`src/rtl/wbufromhex.sv`:
```
// Transmit-side character encoder for the hex-bus debug link: maps 6-bit payload
// words to printable ASCII and inserts wrap and idle-flush newlines.
module wbufromhex #(
  parameter int LINE_LEN    = 80,
  parameter int IDLE_CYCLES = 1024
) (
  input  logic       i_clk,
  input  logic       i_reset,
  input  logic       i_stb,
  input  logic [6:0] i_bits,
  output logic       o_busy,
  output logic       o_stb,
  output logic [7:0] o_char,
  input  logic       i_busy
);

  localparam int COL_W  = $clog2(LINE_LEN + 1);
  localparam int IDLE_W = $clog2(IDLE_CYCLES + 1);

  localparam logic [COL_W-1:0]  COL_LAST = COL_W'(LINE_LEN);
  localparam logic [IDLE_W-1:0] IDLE_MAX = IDLE_W'(IDLE_CYCLES);
  localparam logic [7:0]        NL_CHAR  = 8'h0a;

  // What the output register does this cycle. Wrap, explicit and flush
  // newlines all have the same effect, so they share one action.
  typedef enum logic [1:0] {
    ACT_HOLD,
    ACT_IDLE,
    ACT_NEWLINE,
    ACT_CHAR
  } act_e;

  logic              stb_q,  stb_d;
  logic [7:0]        char_q, char_d;
  logic [COL_W-1:0]  col_q,  col_d;
  logic              pend_q, pend_d;
  logic [IDLE_W-1:0] idle_q, idle_d;

  logic             load;
  logic             accept;
  logic [COL_W-1:0] col_inc;
  act_e             act;

  function automatic logic [7:0] map_char(input logic [5:0] v);
    logic [7:0] w;
    w = {2'b00, v};
    if (v < 6'd10)       return w + 8'h30;
    else if (v < 6'd36)  return w + 8'h37;
    else if (v < 6'd62)  return w + 8'h3d;
    else if (v == 6'd62) return 8'h40;
    else                 return 8'h25;
  endfunction

  assign load    = !stb_q || !i_busy;
  assign o_busy  = (stb_q && i_busy) || pend_q;
  assign accept  = i_stb && !o_busy;
  assign col_inc = col_q + 1'b1;
  assign o_stb   = stb_q;
  assign o_char  = char_q;

  always_comb begin
    act = ACT_HOLD;
    if (load) begin
      if (pend_q)
        act = ACT_NEWLINE;
      else if (accept && i_bits[6])
        act = (col_q == '0) ? ACT_IDLE : ACT_NEWLINE;
      else if (accept)
        act = ACT_CHAR;
      else if (col_q != '0 && idle_q == IDLE_MAX)
        act = ACT_NEWLINE;
      else
        act = ACT_IDLE;
    end
  end

  always_comb begin
    // NOTE: every next-state signal gets its hold value first, so no path through
    // the case below can leave one unassigned and infer a latch.
    stb_d  = stb_q;
    char_d = char_q;
    col_d  = col_q;
    pend_d = pend_q;
    case (act)
      ACT_IDLE: stb_d = 1'b0;
      ACT_NEWLINE: begin
        stb_d  = 1'b1;
        char_d = NL_CHAR;
        col_d  = '0;
        pend_d = 1'b0;
      end
      ACT_CHAR: begin
        stb_d  = 1'b1;
        char_d = map_char(i_bits[5:0]);
        col_d  = col_inc;
        pend_d = (col_inc == COL_LAST);
      end
      default: ;
    endcase
  end

  // The idle counter keeps running through downstream stalls; it only acts in a load slot.
  always_comb begin
    idle_d = idle_q;
    if (act == ACT_NEWLINE || accept)
      idle_d = '0;
    else if (col_q != '0 && idle_q != IDLE_MAX)
      idle_d = idle_q + 1'b1;
  end

  always_ff @(posedge i_clk) begin
    // NOTE: state registers use non-blocking assignments so every register
    // samples the values from before this edge, independent of statement order.
    if (i_reset) begin
      stb_q  <= 1'b0;
      char_q <= 8'h00;
      col_q  <= '0;
      pend_q <= 1'b0;
      idle_q <= '0;
    end else begin
      stb_q  <= stb_d;
      char_q <= char_d;
      col_q  <= col_d;
      pend_q <= pend_d;
      idle_q <= idle_d;
    end
  end

endmodule

```
`config.mk`:
```
export PLATFORM = sky130hd
export DESIGN_NAME = wbufromhex
export DESIGN_NICKNAME = d
export VERILOG_FILES = /design/src/rtl/wbufromhex.sv
export SDC_FILE = /design/constraint.sdc
export NUM_CORES = 1
export LEC_CHECK = 0
export BUFFER_PORTS_ARGS = -buffer_cell sky130_fd_sc_hd__buf_2
export CORE_UTILIZATION = 53
export DETAILED_ROUTE_END_ITERATION = 7
export GPL_TIMING_DRIVEN = 0
export HOLD_SLACK_MARGIN = 0.06
export PLACE_DENSITY = 0.74
export SYNTH_ARGS = -nofsm -noshare
export SYNTH_HDL_FRONTEND = slang
export SYNTH_SLANG_ARGS = --single-unit
```
`constraint.sdc`:
```
create_clock -name i_clk -period 1.9 [get_ports i_clk]
set_input_delay 0.19 -clock i_clk [delete_from_list [all_inputs] [get_ports i_clk]]
set_output_delay 0.19 -clock i_clk [all_outputs]
set_load 0.02 [all_outputs]
```
==> reports/metrics.yaml, run 1 <==
timing:
  skew_ns: 0.00598
  fmax_mhz: 514
  setup_ws_ns: -0.0472
  setup_viol: 14
  min_period_ns: 1.95
  min_period_over_period_pct: 102
  finalHoldViolCount: 0
  whs_ns: 0.157
  report.final.slew_viol_count: 0
  rsz0062_at_grt: "true"
  setup_tns_ns: -0.319
finish:
  area_growth_pct: 22.9
  drive_gt1_share_pct: 28.2
  finalNonFillerCells: 312
  register_area_um2: 551
  multi_input_area_um2: 1360
  n_antenna_cell: 0
  nFillCells: 295
  post-route-util_pct: 68.6
  final_nets: 288
clocking:
  clkTransAtPathRegs_ns: 0.14
  cts-root-buf: "clkbuf_4"
  worstSkewPairLatency_ns: 0.32
  cts_sinks: 27
  h-tree-depth: 1
  clockBufferDepth: 2
  cts-hold-fix-buffers: 0
  cts_tree: "done"
  cts_buffers: 3
floorplanning:
  die-area_um2: 3790
  core_um2: 3360
  die_width_um: 61.5
  ios: 21
  num_rows: 21
  die_y_um: 61.5
  initial_core_util_pct: 55.8
power:
  vdd_drop_max_uv: 451
  power_density_nw_per_um2: 515
  p_leak_uw: 0.000937
  p_total_uw: 1190
grt:
  grt_usage_pct: 24.9
  antenna_found_initial: 0
  grt_max_degree: 15
  grt.overflow.total: 0
  grt_pass1_wl_um: 7100
  grt_pass1_vias: 1557
synthesis:
  synthTopCellsByArea: "dfxtp_1 29%, ha_1 6.7%, xor2_1 4.7%"
  ys_warn_count: 0
  ys_seq_elements: 27
  synthDominantCellAreaShare_pct: 28.8
  ys.flop_type: "dfxtp_1"
  synth_cells: 235
  seq_area_frac_synth_pct: 28.8
  synth_nets: 256
  synthDistinctLibCells: 61
  syn_area_um2: 1880
  synth_top_area_cell: "dfxtp_1"
  async_flop_share_pct: 0
  synth_edf_count: 0
  synth_area_per_cell_um2: 7.99
min_path:
  hold_class: "in -> reg"
  hp-start: "i_busy"
setup_path:
  critPathLaunch: "col_q[0]$_SDFFE_PP0P_"
  required_ns: 2.13
  critPathArrivalTime_ns: 2.18
  endpoint_kind: "register"
  cp-start-kind: "register"
  worstSetupPathType: "reg -> reg"
  crit_fanout: 4
  r2r-start: "col_q[0]$_SDFFE_PP0P_"
route:
  drcViolationCount: 0
  ant_nets: 0
  vias: 1860
  wl_per_cell_um: 15.0
  drtIter0Drc: 105
  vias_per_cell: 5.96
  wl_um: 4670
  dr.pass1.iters: 4
place:
  hpwl_um: 2970
  place_inst: 298
  gp_congestion: 0.811
  port-buffer-count: 17
outcome:
  violations: "negative setup slack"
  status: "finished, violations left"
flow_run:
  cap_violations: 0
==> flip-flops by register name, summed over array words and instances, names as in the netlist <==
register and flops:
col_q 7, o_char 7, idle_q 11, o_stb 1, pend_q 1
==> area by class of cell <==
class / instances / share of cell area [%]
Multi-Input combinational cell: 179 / 58.8
Sequential cell: 27 / 23.9
Timing Repair Buffer: 28 / 7.75
Buffer: 15 / 3.74
Tap cell: 46 / 2.49
Inverter: 13 / 2.22
Clock buffer: 4 / 1.14
==> worst paths after layout <==
path / to / slack [ns] / cells after the start
max: idle_q[2]$_SDFFE_PP0P_ / -0.05 / 8
min: pend_q$_SDFFE_PP0P_ / 0.16 / 3
max reg2reg: idle_q[2]$_SDFFE_PP0P_ / -0.05 / 8
min reg2reg: o_char[6]$_SDFFE_PP0P_ / 0.47 / 2
==> cell usage after synthesis (3+ instances only) <==
| cell type | instances |
|---|---|
| clkbuf_1 | 10 |
| and3_1 | 8 |
| inv_1 | 12 |
| dfxtp_1 | 27 |
| nor3b_1 | 5 |
| a31oi_1 | 4 |
| o21ai_0 | 10 |
| xor2_1 | 10 |
| nand4_1 | 7 |
| a21oi_1 | 9 |
| ha_1 | 10 |
| nand3_1 | 8 |
| nor2_1 | 23 |
| buf_6 | 3 |
| o31ai_1 | 3 |
| nand2b_1 | 3 |
| a32oi_1 | 3 |
| nand2_1 | 18 |
| nor3_1 | 5 |
| a211oi_1 | 5 |
| xnor2_1 | 3 |
==> placed cells by master (no fill, tap or decap), types with 2 or more instances in the layout <==
master / netlist / layout
nand3_1: 8 / 7
clkbuf_4: 0 / 3
dfxtp_2: 0 / 2
buf_4: 1 / 9
buf_6: 3 / 6
a22o_1: 2 / 2
nor2_4: 0 / 5
or2_2: 2 / 2
dfxtp_1: 27 / 23
ha_1: 10 / 9
a221oi_1: 2 / 2
xor2_1: 10 / 6
a211oi_1: 5 / 5
o21ai_0: 10 / 9
a211o_1: 2 / 2
or3_1: 2 / 2
a21oi_1: 9 / 9
nand2_1: 18 / 17
xor2_2: 0 / 4
buf_2: 2 / 19
inv_2: 0 / 2
and2_1: 2 / 2
and3_1: 8 / 8
o21bai_1: 2 / 2
o31ai_1: 3 / 3
a31oi_1: 4 / 4
xnor2_1: 3 / 2
nand2b_1: 3 / 3
nor2_2: 1 / 4
nand4_1: 7 / 7
clkbuf_1: 10 / 9
nor3b_1: 5 / 5
nor2_1: 23 / 15
a32oi_1: 3 / 3
inv_1: 12 / 9
dfxtp_4: 0 / 2
nor3_1: 5 / 5
==> critical path, cell delays in order, from the launching register on <==
cell,delay [ns]
dfxtp_4,0.38
inv_4,0.06
ha_4,0.11
or4b_4,0.48
buf_4,0.16
or2_2,0.32
nand3_2,0.11
xor2_2,0.17
nor2_2,0.05
==> layer usage <==
layer | vias to the layer above | global-route usage, % | routed length (µm) | share of wire (%)
li1 | 919 | - | - | -
met1 | 884 | 36.3 | 2130 | 46
met2 | 53 | 38.7 | 2280 | 49
met3 | 4 | 5.04 | 235 | 5.0
met4 | 0 | 3.49 | 33 | 0.71
met5 | - | 0 | 0 | 0
==> timing repair <==
action                                  CTS  global route
resized for setup                        19            28
hold endpoints to repair                  0             0
pin swaps                                12             4
buffers inserted                          7             2
endpoints found under the setup margin   23            26
cloned                                    2             0
==> through the flow <==
stage	worst slack, ns	instance area (µm²)
2_1_floorplan	0.0625	1880
3_3_place_gp	-0.252	2020
3_5_place_dp	-0.276	2020
4_1_cts	-0.0184	2190
5_1_grt	-0.129	2310
6_report	-0.0472	2310
==> where the power goes <==
part	internal (µW)	switching [µW]	total, µW
clock network	82.2	161	244
registers	584	16.4	600
logic	145	198	343
total	811	376	1190
==> cells by family after synthesis <==
family | after synthesis | share of synthesized area (%)
simple gates | 92 | 25.6
compound gates | 61 | 24.2
buf+inv | 29 | 7.33
flops | 27 | 28.8
xor+xnor | 13 | 6.06
fa+ha+maj | 10 | 6.66
mux | 2 | 1.13
other cells | 1 | 0.200
(Power assumes the default switching activity.)
==> inputs of run 2 (changes only) <==
--- a/config.mk
+++ b/config.mk
@@ -6,11 +6,12 @@
 export NUM_CORES = 1
 export LEC_CHECK = 0
 export BUFFER_PORTS_ARGS = -buffer_cell sky130_fd_sc_hd__buf_2
-export CORE_UTILIZATION = 53
+export CORE_UTILIZATION = 55
+export CTS_BUF_LIST = sky130_fd_sc_hd__clkbuf_2 sky130_fd_sc_hd__clkbuf_4 sky130_fd_sc_hd__clkbuf_8
 export DETAILED_ROUTE_END_ITERATION = 7
 export GPL_TIMING_DRIVEN = 0
 export HOLD_SLACK_MARGIN = 0.06
-export PLACE_DENSITY = 0.74
+export PLACE_DENSITY = 0.77
 export SYNTH_ARGS = -nofsm -noshare
 export SYNTH_HDL_FRONTEND = slang
 export SYNTH_SLANG_ARGS = --single-unit
==> run 2 against run 1 <==
  * The flow still finishes with violations (negative setup slack)
  * Core utilization up 3.2 points
  * Worst hold slack worse by 0.017 ns
  * Total power increased by 0.15%
  * Die area shrank 3.5%
  * Final area decreased by 1.8%
  * Clock power increased by 8.6%
  * Final cell count down 1.3%
==> reports/metrics.yaml, run 2 (synthesized netlist as in run 1, its figures left out) <==
clocking:
  cts-root-buf: "clkbuf_4"
  cts_buffers: 3
  clkTransAtPathRegs_ns: 0.15
  cts_sinks: 27
  h-tree-depth: 1
  clockBufferDepth: 2
  cts-hold-fix-buffers: 0
  cts_tree: "done"
  worstSkewPairLatency_ns: 0.33
setup_path:
  crit_fanout: 7
  cp-start-kind: "register"
  required_ns: 2.13
  critPathArrivalTime_ns: 2.18
  endpoint_kind: "register"
  worstSetupPathType: "reg -> reg"
floorplanning:
  num_rows: 20
  core_um2: 3150
  die_width_um: 60.4
  ios: 21
  die_y_um: 60.4
  initial_core_util_pct: 59.6
  die-area_um2: 3650
route:
  dr.pass1.iters: 5
  vias_per_cell: 5.89
  drcViolationCount: 0
  drtIter0Drc: 128
  wl_um: 4520
  wl_per_cell_um: 14.7
  ant_nets: 0
  vias: 1815
finish:
  regMostFlops: "idle_q"
  nFillCells: 272
  layout_commonest_cell: "dfxtp_1"
  post-route-util_pct: 71.8
  final_cell_mix: "24 x dfxtp_1, 19 x buf_2, 18 x nor2_1"
  n_antenna_cell: 0
  final_nets: 286
  drive_gt1_share_pct: 26.1
  largest_register_ffs: 11
  area_growth_pct: 20.6
  finalNonFillerCells: 308
place:
  port-buffer-count: 17
  hpwl_um: 2960
  dpl_worst_slack_ns: -0.282
  gp_congestion: 0.843
  place_inst: 296
min_path:
  hold_class: "in -> reg"
grt:
  antenna_found_initial: 0
  grt.overflow.total: 0
  grt_pass1_vias: 1507
  grt_max_degree: 15
  grt_usage_pct: 24.5
  grt_pass1_wl_um: 6900
timing:
  finalHoldViolCount: 0
  min_period_ns: 1.95
  skew_ns: 0.00976
  setup_ws_ns: -0.0480
  worstMarginPinSlew_ns: 0.555
  min_period_over_period_pct: 103
  rsz0062_at_grt: "true"
  setup_viol: 14
  report.final.slew_viol_count: 0
  maxSlewHeadroom_pct: 63.0
  setup_tns_ns: -0.232
  fmax_mhz: 513
flow_run:
  cap_violations: 0
power:
  power_density_nw_per_um2: 525
  p_leak_uw: 0.000921
  vdd_drop_max_uv: 532
  p_total_uw: 1190
outcome:
  status: "finished, violations left"
  violations: "negative setup slack"
-- run 2: cell count changes in the layout (fill, tap and decap cells not counted), sizes merged --
cell	previous run	this run
buf	34	33
clkbuf	13	12
-- run 2: path summary, 6_finish.rpt --
path,start,endpoint,slack [ns],cells after the start
max reg2reg,col_q[1]$_SDFFE_PP0P_,idle_q[10]$_SDFFE_PP0P_,-0.05,8
min reg2reg,o_char[0]$_SDFFE_PP0P_,o_char[0]$_SDFFE_PP0P_,0.48,2
min,i_busy,pend_q$_SDFFE_PP0P_,0.14,3
max,col_q[1]$_SDFFE_PP0P_,idle_q[10]$_SDFFE_PP0P_,-0.05,8
-- run 2: where the power goes --
part | internal, µW | switching, µW | total, µW
clock | 96.5 | 169 | 265
sequential | 585 | 14.7 | 600
combinational | 135 | 189 | 324
-- run 2: layer usage --
| metal | up-vias | track usage, % | part of all wire, % |
|---|---|---|---|
| met1 | 856 | 36.4 | 48 |
| met2 | 54 | 37.4 | 47 |
| met3 | 2 | 4.48 | 5.0 |
| met5 | - | 0 | 0 |
| li1 | 903 | - | - |
| met4 | 0 | 4.22 | 0.31 |
-- run 2: critical path: stages, from the launching register on --
cell	delay, ns
dfxtp_4	0.38
inv_4	0.05
ha_4	0.11
or4b_4	0.49
buf_4	0.16
o211a_4	0.25
nand4_1	0.16
xor2_2	0.20
nor2_4	0.05
-- run 2: stage by stage --
step           hold WS, ns  cell area, µm²
4_1_cts              0.127            2150
3_3_place_gp         0.438            2020
6_report             0.139            2260
2_1_floorplan        0.354            1880
3_5_place_dp         0.441            2020
5_1_grt              0.141            2260
-- run 2: timing repair --
item / in CTS / in global routing
setup endpoints to repair: 23 / 26
setup buffers: 7 / 1
gates resized for setup: 11 / 27
pin swaps: 2 / 20
cloned: 2 / 0
-- run 2: final cells by class --
class	instances	area (µm²)	share of cell area (%)
plain buffers	14	81.3	3.59
clock buffers	4	30.0	1.33
inverters	13	51.3	2.27
multi-input cells	179	1330	58.7
flip-flops and latches	27	547	24.1
well taps	44	55.1	2.43
repair buffers	27	171	7.57
